<file path="config.mk">
export PLATFORM = sky130hd
export DESIGN_NAME = lifo_pop_streamer
export DESIGN_NICKNAME = d
export VERILOG_FILES = /design/src/rtl/lifo_pop_streamer.sv
export SDC_FILE = /design/constraint.sdc
export NUM_CORES = 1
export LEC_CHECK = 0
export CORE_MARGIN = 2
export CORE_UTILIZATION = 45
export DETAILED_ROUTE_END_ITERATION = 7
export HOLD_SLACK_MARGIN = 0.12
export PLACE_DENSITY_LB_ADDON = 0.3
export SYNTH_ARGS = -nofsm -noshare
export SYNTH_HDL_FRONTEND = slang
export SYNTH_SLANG_ARGS = --single-unit
</file>
<file path="constraint.sdc">
create_clock -name clk_i -period 3.85 [get_ports clk_i]
set_clock_uncertainty 0.05 [all_clocks]
set_input_delay 1.155 -clock clk_i [delete_from_list [all_inputs] [get_ports clk_i]]
set_output_delay 1.155 -clock clk_i [all_outputs]
set_load 0.02 [all_outputs]
</file>
<file path="src/rtl/lifo_pop_streamer.sv">
`default_nettype none
// ============================================================================
// Module   : lifo_pop_streamer
// Purpose  : Pops "N words" from a lifo on command and presents them as a
//            valid/ready packet stream with sop/eop. The lifo's 1-cycle read
//            latency is absorbed by a 4-entry output buffer with credit-based
//            read issue. Reports the number of words actually delivered.
// Revision : 1.0 - initial release
// ============================================================================
module lifo_pop_streamer #(
    parameter int DWIDTH = 16,
    parameter int AWIDTH = 8
) (
    input  logic                clk_i,
    input  logic                srst_i,
    input  logic                cmd_valid_i,
    output logic                cmd_ready_o,
    input  logic [AWIDTH:0]     cmd_len_i,
    output logic                lifo_rdreq_o,
    input  logic [DWIDTH-1:0]   lifo_q_i,
    input  logic                lifo_empty_i,
    input  logic [AWIDTH:0]     lifo_usedw_i,
    output logic [DWIDTH-1:0]   src_data_o,
    output logic                src_valid_o,
    input  logic                src_ready_i,
    output logic                src_startofpacket_o,
    output logic                src_endofpacket_o,
    output logic                busy_o,
    output logic                done_o,
    output logic [AWIDTH:0]     done_cnt_o
);

    localparam int             CW     = AWIDTH + 1;
    localparam logic [CW-1:0]  c_zero = '0;
    localparam logic [CW-1:0]  c_one  = CW'(1);
    localparam logic [2:0]     c_buf_depth = 3'd4;

    typedef enum logic [1:0] {
        ST_IDLE  = 2'd0,
        ST_POP   = 2'd1,
        ST_DRAIN = 2'd2,
        ST_DONE  = 2'd3
    } state_t;

    state_t             r_state;
    logic [CW-1:0]      r_remaining;
    logic [CW-1:0]      r_issued;
    logic [CW-1:0]      r_delivered;
    logic [CW-1:0]      r_done_cnt;

    // One read can be outstanding at the lifo; its sop/eop tags travel with it
    logic               r_inflight;
    logic               r_inflight_sop;
    logic               r_inflight_eop;

    // Output buffer storage and pointers
    logic [DWIDTH-1:0]  r_buf_data [4];
    logic [3:0]         r_buf_sop;
    logic [3:0]         r_buf_eop;
    logic [1:0]         r_wr_ptr;
    logic [1:0]         r_rd_ptr;
    logic [2:0]         r_count;

    logic [2:0]         w_occupancy;
    logic               w_rdreq;
    logic               w_is_sop;
    logic               w_is_eop;
    logic               w_valid;
    logic               w_xfer;
    logic               w_push;

    // Occupancy counts words already buffered plus the word still coming back
    // from the lifo, so a read is only issued when a slot is guaranteed free.
    assign w_occupancy = r_count + {2'b00, r_inflight};
    assign w_rdreq     = (r_state == ST_POP) && !lifo_empty_i &&
                         (r_remaining != c_zero) && (w_occupancy < c_buf_depth);
    assign w_is_sop    = (r_issued == c_zero);
    // Last word either by request length or because the lifo is about to run dry
    assign w_is_eop    = (r_remaining == c_one) || (lifo_usedw_i == c_one);
    assign w_valid     = (r_count != 3'd0);
    assign w_xfer      = w_valid && src_ready_i;
    assign w_push      = r_inflight;

    // Output buffer: capture lifo data the cycle after a read, pop on transfer
    always_ff @(posedge clk_i) begin
        if (srst_i) begin
            r_inflight     <= 1'b0;
            r_inflight_sop <= 1'b0;
            r_inflight_eop <= 1'b0;
            r_wr_ptr       <= 2'd0;
            r_rd_ptr       <= 2'd0;
            r_count        <= 3'd0;
            r_buf_sop      <= 4'd0;
            r_buf_eop      <= 4'd0;
        end else begin
            r_inflight     <= w_rdreq;
            r_inflight_sop <= w_is_sop;
            r_inflight_eop <= w_is_eop;
            if (w_push) begin
                r_buf_data[r_wr_ptr] <= lifo_q_i;
                r_buf_sop[r_wr_ptr]  <= r_inflight_sop;
                r_buf_eop[r_wr_ptr]  <= r_inflight_eop;
                r_wr_ptr             <= r_wr_ptr + 2'd1;
            end
            if (w_xfer) begin
                r_rd_ptr <= r_rd_ptr + 2'd1;
            end
            case ({w_push, w_xfer})
                2'b10:   r_count <= r_count + 3'd1;
                2'b01:   r_count <= r_count - 3'd1;
                default: r_count <= r_count;
            endcase
        end
    end

    // Command sequencing: IDLE -> POP -> DRAIN -> DONE, with length/issue/delivery accounting
    always_ff @(posedge clk_i) begin
        if (srst_i) begin
            r_state     <= ST_IDLE;
            r_remaining <= c_zero;
            r_issued    <= c_zero;
            r_delivered <= c_zero;
            r_done_cnt  <= c_zero;
        end else begin
            if (w_xfer) begin
                r_delivered <= r_delivered + c_one;
            end
            case (r_state)
                ST_IDLE: begin
                    if (cmd_valid_i) begin
                        r_remaining <= cmd_len_i;
                        r_issued    <= c_zero;
                        r_delivered <= c_zero;
                        if (cmd_len_i == c_zero) begin
                            r_done_cnt <= c_zero;
                            r_state    <= ST_DONE;
                        end else begin
                            r_state    <= ST_POP;
                        end
                    end
                end
                ST_POP: begin
                    if (lifo_empty_i && (r_issued == c_zero)) begin
                        // Nothing to pop at all: finish without emitting a packet
                        r_done_cnt <= r_delivered;
                        r_state    <= ST_DONE;
                    end else if (w_rdreq) begin
                        r_remaining <= r_remaining - c_one;
                        r_issued    <= r_issued + c_one;
                        if (w_is_eop) begin
                            r_state <= ST_DRAIN;
                        end
                    end
                end
                ST_DRAIN: begin
                    if ((r_count == 3'd0) && !r_inflight) begin
                        r_done_cnt <= r_delivered;
                        r_state    <= ST_DONE;
                    end
                end
                ST_DONE: begin
                    r_state <= ST_IDLE;
                end
                default: begin
                    r_state <= ST_IDLE;
                end
            endcase
        end
    end

    assign cmd_ready_o         = (r_state == ST_IDLE);
    assign busy_o              = (r_state != ST_IDLE);
    assign done_o              = (r_state == ST_DONE);
    assign done_cnt_o          = r_done_cnt;
    assign lifo_rdreq_o        = w_rdreq;
    assign src_valid_o         = w_valid;
    // Head fields are masked while the buffer is empty so idle outputs read as 0
    assign src_data_o          = w_valid ? r_buf_data[r_rd_ptr] : '0;
    assign src_startofpacket_o = w_valid && r_buf_sop[r_rd_ptr];
    assign src_endofpacket_o   = w_valid && r_buf_eop[r_rd_ptr];

endmodule
`default_nettype wire

</file>
==> metrics.yaml, run 1 <==
outcome: "finished, final reports clean"
async_reset_ff_share_pct: 0
cts_hold_repair.buffers: 0
antenna_found_initial: 0
cp.arrival_ns: 2.44
cts.sinks: 122
dieArea_um2: 13100
rows: 40
hold_path_end: "r_buf_eop[3]"
ys_types: 55
startpoint_type: "primary input"
finalHoldViolations: 0
fin_ws_ns: 0.209
finalSetupTns_ns: 0
rrSetupSlack_ns: 1.49
dr.pass1.iters: 5
setup_viol: 0
synthCells: 471
timing.final.crit_period_ns: 3.64
synth-warning-count: 0
final_cells: 713
via_per_inst: 5.62
grt_pass1_vias: 4052
worstSetupPathType: "primary input to primary output"
clkTransAtPathRegs_ns: 0.05
p_leak_nw: 2.40
drv_slew: 0
worstPathMaxFanout: 4
pre_cts_slack_ns: -0.103
dr.first_iter.drc_count: 216
placed_cells: 681
drtAntennaViolNets: 0
clk_path_buf_depth: 2
core_region_area_um2: 12000
drive_gt1_share_pct: 12.7
hold_path_class: "flip-flop to flip-flop"
synth_area_um2: 5480
endpoint_kind: "primary output"
port_buffers: 70
synth_flop_cell: "edfxtp_1"
yosysSeqAreaShare_pct: 56.3
grt-ovfl-total: 0
hpwl_um: 7960
cts_htree_levels: 4
relSlewSlack_pct: 53.0
num_antenna_cells: 0
fin_area_um2: 7010
mostFrequentLayoutCells: "clkdlybuf4s50_1, edfxtp_1, dfxtp_1"
ir_worst_vdd_mv: 0.477
min_from: "r_buf_eop[3]"
ys_ff_latch: 122
grt_max_degree: 41
routed_wl_um: 11900
synth_edf_count: 64
grt_pass1_wl_um: 19700
start_util_pct: 45.8
syn2layout_area_growth_pct: 28.0
vias: 4007
hold_depth: 2
root_buffer: "clkbuf_16"
rsz0062_at_grt: "no"
worst_r2r_startpoint: "r_inflight"
tightest_slew_ns: 0.703
p_per_area_nw_per_um2: 665
max_freq_mhz: 275
routedWlPerCell_um: 16.7
cts_setup_buffers: 0
cts_buffers: 17
fin_nets: 608
critPathRequiredTime_ns: 2.64
placed_area_um2: 6390
maxCapViolCount: 0
grt.total_usage_pct: 19.4
clkLatencyLatePin_ns: 0.41
syn_nets: 526
syn_area_per_cell_um2: 11.6
die_width_um: 114
routabilityCongestion: 0.807
post-route-drc-count: 0
r2r-end: "r_remaining[6]"
layout_commonest_cell: "clkdlybuf4s50_1"
die_h_um: 114
finalCritPeriodShare_pct: 94.6
fin_util_pct: 58.6
cts_tree: "yes"
r2r_cells: 6
pin_count: 71
power by group:
part	switching, mW	internal [mW]
sequential	0.0973	1.46
clock	0.561	1.06
combinational	0.862	0.618
total	1.52	3.14
timing repair:
action / in CTS / in global routing
hold endpoints to repair: 0 / 0
resized for setup: 1 / 0
setup endpoints to repair: 1 / 0
worst max path at each step:
stage                  from            to  slack, ns  cells past startpoint
2_1_floorplan  lifo_empty_i  lifo_rdreq_o       0.69                      3
3_3_place_gp   lifo_empty_i  lifo_rdreq_o      -0.07                      5
5_1_grt        lifo_empty_i  lifo_rdreq_o       0.11                      5
4_1_cts        lifo_empty_i  lifo_rdreq_o       0.18                      5
6_report       lifo_empty_i  lifo_rdreq_o       0.21                      5
3_5_place_dp   lifo_empty_i  lifo_rdreq_o      -0.10                      5
metal layers:
| metal | GRT usage [%] | share of wire, % |
|---|---|---|
| met1 | 24.3 | 44 |
| met2 | 32.9 | 49 |
| met3 | 4.66 | 5.6 |
| met4 | 6.91 | 1.0 |
| met5 | 0 | 0 |
worst max-delay path, stage by stage:
cell             delay, ns
clkdlybuf4s50_1       0.46
nor2b_1               0.18
mux2i_1               0.11
nor2_1                0.18
dlygate4sd2_1         0.36
kinds of logic (layout without fill, tap and decap cells):
kind of cell / after synthesis / count (layout) / share of synthesized area, %
AND/OR/NAND/NOR: 162 / 162 / 15.5
flip-flops: 122 / 122 / 56.3
AO/OA/AOI/OAI: 94 / 94 / 10.8
buffers and inverters: 40 / 135 / 2.99
multiplexers: 24 / 24 / 8.52
adder cells (fa/ha/maj): 16 / 16 / 3.79
XOR/XNOR: 13 / 13 / 2.08
state kept, by name, summed over array words and instances, names as in the netlist, named ones only:
signal          flops
r_state             2
r_buf_data         64
r_inflight_sop      1
r_buf_sop           4
r_remaining         9
r_inflight_eop      1
r_issued            9
r_wr_ptr            2
r_inflight          1
r_count             3
r_buf_eop           4
r_rd_ptr            2
r_delivered         9
done_cnt_o          9
per-stage QoR:
step / hold slack (ns) / power [mW]
after floorplan: 0.383 / 2.56
after global placement: 0.395 / 3.01
after detailed placement: 0.404 / 3.05
after CTS: 0.412 / 4.68
after global routing: 0.432 / 4.90
final: 0.411 / 4.66
synthesized netlist by cell type (2+ instances only):
master | instances | area (um2)
o2111ai_1 | 2 | 17.5
buf_2 | 5 | 25.0
nor2_1 | 33 | 124
ha_1 | 15 | 188
or4_1 | 3 | 22.5
a211oi_1 | 4 | 30.0
nand3_1 | 28 | 140
nand4_1 | 3 | 18.8
and2_1 | 18 | 113
a311oi_1 | 2 | 17.5
mux2i_1 | 5 | 50.1
nand2_1 | 30 | 113
and3_1 | 9 | 56.3
o31ai_1 | 6 | 45.0
xnor2_1 | 5 | 43.8
nor2b_1 | 3 | 18.8
dfxtp_1 | 58 | 1160
a21oi_1 | 31 | 155
a31oi_1 | 9 | 56.3
clkbuf_1 | 15 | 56.3
edfxtp_1 | 64 | 1920
buf_1 | 2 | 7.51
o22ai_1 | 2 | 12.5
nor4b_1 | 2 | 17.5
o311ai_0 | 3 | 26.3
xor2_1 | 8 | 70.1
a21o_1 | 2 | 15.0
nor4_1 | 6 | 37.5
nand2b_1 | 11 | 68.8
inv_1 | 17 | 63.8
mux4_2 | 18 | 405
nor3_1 | 6 | 30.0
o21ai_0 | 19 | 95.1
and4_1 | 2 | 17.5
or3_1 | 5 | 31.3
area by class of cell:
class                   count  area (um2)
clock buffers              23         508
clock inverters             9         108
fillers                   997        4950
inverters                  17        63.8
multi-input cells         309        2230
flip-flops and latches    122        3080
well taps                 147         184
repair buffers             86         832
No activity file was read; power rests on OpenSTA's default activity.
==> run 2: changes to the inputs <==
--- a/config.mk
+++ b/config.mk
@@ -5,8 +5,10 @@
 export SDC_FILE = /design/constraint.sdc
 export NUM_CORES = 1
 export LEC_CHECK = 0
+export ABC_CLOCK_PERIOD_IN_PS = 3850
 export CORE_MARGIN = 2
 export CORE_UTILIZATION = 45
+export CTS_CLUSTER_SIZE = 14
 export DETAILED_ROUTE_END_ITERATION = 7
 export HOLD_SLACK_MARGIN = 0.12
 export PLACE_DENSITY_LB_ADDON = 0.3
==> results of run 2 <==
Final layout, timing and power as in run 1 (identical DEF).
